--- src/rtl/multi_event_waiter.sv ---
// multi_event_waiter: arms on request, waits for any/all masked event pulses, reports via valid/ready.
// Optional EVWAIT_TIMEOUT_EN adds timeout_cycles/fire_timeout and a bounded wait.
module multi_event_waiter #(
  parameter int N_EVENTS = 3,
  parameter int ID_W     = $clog2(N_EVENTS > 1 ? N_EVENTS : 2),
  parameter int DROP_W   = 8
) (
  input  logic                clk,
  input  logic                rst_n,
  input  logic                arm,
  input  logic [N_EVENTS-1:0] arm_mask,
  input  logic                arm_all,
  input  logic [N_EVENTS-1:0] ev_in,
  output logic                fire_valid,
  input  logic                fire_ready,
  output logic [N_EVENTS-1:0] fire_vec,
  output logic [ID_W-1:0]     fire_id,
  output logic                busy,
  output logic                arm_err,
`ifdef EVWAIT_TIMEOUT_EN
  input  logic [15:0]         timeout_cycles,
  output logic                fire_timeout,
`endif
  output logic [DROP_W-1:0]   drop_cnt
);
  typedef enum logic [1:0] {IDLE, ARMED, FIRED} state_t;
  state_t state;
  logic [N_EVENTS-1:0] mask, captured, cap_nx;
  logic all_mode, cond, arm_ok, tmo;
  function automatic logic [ID_W-1:0] lowest(input logic [N_EVENTS-1:0] v);
    lowest = '0;
    for (int i = N_EVENTS - 1; i >= 0; i--)
      if (v[i]) lowest = ID_W'(i);
  endfunction
  assign cap_nx = captured | (ev_in & mask);
  assign cond   = all_mode ? &(cap_nx | ~mask) : |cap_nx;
  assign arm_ok = arm && |arm_mask;
`ifdef EVWAIT_TIMEOUT_EN
  logic [15:0] tcnt;
  assign tmo = timeout_cycles != 16'd0 && tcnt + 16'd1 == timeout_cycles;
`else
  assign tmo = 1'b0;
`endif
  always_ff @(posedge clk or negedge rst_n) begin
    if (!rst_n) begin
      state      <= IDLE;
      mask       <= '0;
      all_mode   <= 1'b0;
      captured   <= '0;
      fire_valid <= 1'b0;
      fire_vec   <= '0;
      fire_id    <= '0;
      busy       <= 1'b0;
      arm_err    <= 1'b0;
      drop_cnt   <= '0;
`ifdef EVWAIT_TIMEOUT_EN
      tcnt         <= '0;
      fire_timeout <= 1'b0;
`endif
    end else begin
      arm_err <= 1'b0;
      if (|ev_in && state != ARMED && drop_cnt != '1) drop_cnt <= drop_cnt + 1'b1;
`ifdef EVWAIT_TIMEOUT_EN
      if (state == ARMED) tcnt <= tcnt + 16'd1;
      if (arm_ok && (state != FIRED || fire_ready)) tcnt <= '0;
`endif
      case (state)
        IDLE: begin
          if (arm_ok) begin
            state    <= ARMED;
            busy     <= 1'b1;
            mask     <= arm_mask;
            all_mode <= arm_all;
            captured <= '0;
          end else if (arm) arm_err <= 1'b1;
        end
        ARMED: begin
          if (arm_ok) begin
            mask     <= arm_mask;
            all_mode <= arm_all;
            captured <= '0;
          end else begin
            if (arm) arm_err <= 1'b1;
            captured <= cap_nx;
            if (cond || tmo) begin
              state      <= FIRED;
              fire_valid <= 1'b1;
              fire_vec   <= cond ? cap_nx : captured;
              fire_id    <= lowest(cond ? cap_nx : captured);
`ifdef EVWAIT_TIMEOUT_EN
              fire_timeout <= !cond;
`endif
            end
          end
        end
        FIRED: begin
          if (fire_ready) begin
            fire_valid <= 1'b0;
            fire_vec   <= '0;
            fire_id    <= '0;
`ifdef EVWAIT_TIMEOUT_EN
            fire_timeout <= 1'b0;
`endif
            state <= arm_ok ? ARMED : IDLE;
            busy  <= arm_ok;
            if (arm_ok) begin
              mask     <= arm_mask;
              all_mode <= arm_all;
              captured <= '0;
            end else if (arm) arm_err <= 1'b1;
          end else if (arm) arm_err <= 1'b1;
        end
        default: state <= IDLE;
      endcase
    end
  end
endmodule
--- config.mk ---
export PLATFORM = sky130hd
export DESIGN_NAME = multi_event_waiter
export DESIGN_NICKNAME = d
export VERILOG_FILES = /design/src/rtl/multi_event_waiter.sv
export SDC_FILE = /design/constraint.sdc
export NUM_CORES = 1
export LEC_CHECK = 0
export CAP_MARGIN = 20
export CORE_MARGIN = 2
export CORE_UTILIZATION = 49
export CTS_CLUSTER_SIZE = 8
export DETAILED_ROUTE_END_ITERATION = 6
export GPL_TIMING_DRIVEN = 0
export PLACE_DENSITY = 0.8
export SYNTH_ARGS = -nofsm -noshare
export SYNTH_HDL_FRONTEND = slang
export SYNTH_SLANG_ARGS = --single-unit
--- constraint.sdc ---
create_clock -name clk -period 2.4 [get_ports clk]
set_clock_uncertainty 0.2 [all_clocks]
set_input_delay 0.24 -clock clk [delete_from_list [all_inputs] [get_ports clk]]
set_output_delay 0.24 -clock clk [all_outputs]
set_load 0.05 [all_outputs]
==> results.yml <==
clocking:
  insertion_delay_ps: 320
  cts_buffers: 3
  cts-root-buf: "clkbuf_4"
  hold_buffers: 0
  cts_setup_buffers: 0
  cts_tree: "yes"
  cts-resized-gates: 0
  htree_levels: 1
  clk_pin_slew_worst_paths_ps: 130
  clock_sinks: 25
  cts_buffer_depth: 2
synth:
  synth-seq-area-share: 0.525
  yosysWarnings: 0
  ys_seq_elements: 25
  netlist_area_mm2: 0.00119
  synthCells: 99
  postSynthAreaPerCell_um2: 12.0
  synth_nets: 111
  synth_cell_types: 34
detailed_routing:
  vias: 891
  ant_nets: 0
  drc: 0
  via_per_inst: 5.64
  dr.pass1.iters: 4
  avgRoutedWirePerCell_um: 14.7
  routed_wl_mm: 2.32
  drtIter0Drc: 16
die:
  core_mm2: 0.00225
  dieHeight_um: 53.3
  initial_core_util: 0.528
  die_area_mm2: 0.00284
  die_w_um: 53.3
  ios: 27
  num_rows: 17
critical_path:
  worstPathRequired_ps: 1960
  crit_cells: 1
  regToRegStartpoint: "drop_cnt[0]"
  cpLargestDelayFamily: "buffers and inverters"
  cpPeakStageDelay_ps: 830
  worst-path-max-fanout: 5
  r2r_slack_ps: 580
  worstPathCellList: "clkdlybuf4s50_1"
  setup.worst_path.class: "register to output pin"
  r2r_end: "drop_cnt[1]"
  crit_buf_inv: 1
  cpMaxStageDelayCell: "clkdlybuf4s50_1"
  cp-start-kind: "register"
  cp-end-kind: "output pin"
  arrival_ps: 1590
  reg2reg_depth: 5
sta:
  setup_viol: 0
  fmaxAchievable_mhz: 492
  final-max-slew-violation-count: 0
  tns_ps: 0
  rsz0062_at_grt: "false"
  hold_viol_final: 0
  maxSlewHeadroom: 0.625
  finalCritPeriodShare: 0.846
  worst_slew_pin_slew_ps: 560
  setup_slack_ps: 369
  fin_crit_ps: 2030
final_layout:
  drive_gt1_frac: 0.169
  final_cell_mix: "clkdlybuf4s50_1 (26), dfrtp_1 (25), nand2_1 (14), xor2_1 (7)"
  register_area_um2: 626
  multi_input_area_um2: 562
  final_area_mm2: 0.00153
  n_fill_cell: 189
  areaGrowthSynthToFinish_pct: 28.3
  layout_commonest_cell: "clkdlybuf4s50_1"
  fin_cells: 158
  n_antenna_cell: 0
  final_nets: 143
place:
  place_congestion: 0.793
  dpl.cell_count: 153
  post-dp-hpwl_mm: 1.76
  postPlaceCellArea_mm2: 0.00149
  place_ws_ps: 259
  port_buffers: 26
power:
  finalPower_mw: 2.03
  powerDensity_mw_per_mm2: 1330
  peakVddDrop_v: 0.000715
  leakage_nw: 0.673
outcome:
  status: "finished, final reports clean"
global_routing:
  overflow: 0
  grt_max_degree: 26
  first_global_vias: 855
  grt_pass1_wl_mm: 3.87
  grt_util_all_layers: 0.193
  grt_antenna_before_repair: 0
run:
  cap_violations: 0
worst_hold_path:
  hold_class: "primary input to asynchronous set/reset pin"
kinds of logic (layout without fill, tap and decap cells):
group                    Yosys count  after routing  synth area share
AO/OA/AOI/OAI                     14             14             0.112
AND/OR/NAND/NOR                   41             41             0.208
flip-flops                        25             25             0.525
adder cells (fa/ha/maj)            1              1            0.0105
multiplexers                      10             10            0.0893
XOR/XNOR                           7              7            0.0515
buffers and inverters              1             32           0.00315
registers in the layout, summed over array words and instances, names as in the netlist:
signal	cells
busy	1
arm_err	1
fire_vec	3
state	2
all_mode	1
captured	3
mask	3
fire_id	2
drop_cnt	8
fire_valid	1
Yosys cell counts (all sizes together):
| cell | n | share of area |
|---|---|---|
| a21o | 1 | 0.0063 |
| a21oi | 4 | 0.033 |
| a31oi | 4 | 0.021 |
| a32o | 1 | 0.0084 |
| and2 | 1 | 0.0053 |
| dfrtp | 25 | 0.53 |
| ha | 1 | 0.011 |
| inv | 1 | 0.0031 |
| mux2 | 5 | 0.047 |
| mux2i | 5 | 0.042 |
| nand2 | 14 | 0.044 |
| nand2b | 1 | 0.0053 |
| nand3 | 4 | 0.017 |
| nand4 | 2 | 0.016 |
| nor2 | 4 | 0.015 |
| nor3 | 4 | 0.025 |
| nor3b | 1 | 0.0063 |
| nor4 | 1 | 0.0053 |
| nor4b | 2 | 0.015 |
| nor4bb | 3 | 0.025 |
| o21ai | 1 | 0.0042 |
| o311ai | 1 | 0.022 |
| o31a | 1 | 0.0074 |
| o31ai | 1 | 0.011 |
| or2 | 1 | 0.0053 |
| or2b | 1 | 0.0074 |
| or3 | 1 | 0.0095 |
| or3b | 1 | 0.0074 |
| xor2 | 7 | 0.051 |
cell type report:
class	count	share of cell area
Inverter	1	0.00246
Sequential cell	25	0.409
Timing Repair Buffer	27	0.180
Multi-Input combinational cell	73	0.368
Tap cell	28	0.0229
Clock buffer	4	0.0172
layer usage:
metal | up-vias | wire length, um | global-route usage
met1 | 441 | 1080 | 0.243
li1 | 424 | - | -
met3 | 4 | 100 | 0.0424
met2 | 22 | 1120 | 0.311
met4 | 0 | 28 | 0.0897
met5 | - | 0 | 0
report_power, final:
group	total (mW)	internal, mW	leakage [nW]	switching [mW]
logic	1.11	0.422	0.347	0.685
registers	0.734	0.579	0.311	0.155
clock network	0.184	0.0650	0.0150	0.119
total	2.03	1.07	0.673	0.959
metrics by stage:
| step | util | hold slack (ps) |
|---|---|---|
| after floorplan | - | -256 |
| after global placement | 0.659 | 261 |
| after detailed placement | 0.659 | 276 |
| after CTS | 0.671 | 307 |
| after global routing | 0.678 | 29.6 |
| final | 0.678 | 28.0 |
worst max path at each step:
stage                startpoint     endpoint  slack [ps]
floorplan           drop_cnt[0]  drop_cnt[1]         390
global placement       ev_in[0]  fire_vec[0]         300
detailed placement     ev_in[0]   fire_id[0]         260
CTS                 drop_cnt[0]  drop_cnt[0]         350
global route        drop_cnt[0]  drop_cnt[0]         290
finish              drop_cnt[0]  drop_cnt[0]         370
Note: power is estimated with default switching activity, not from simulation.
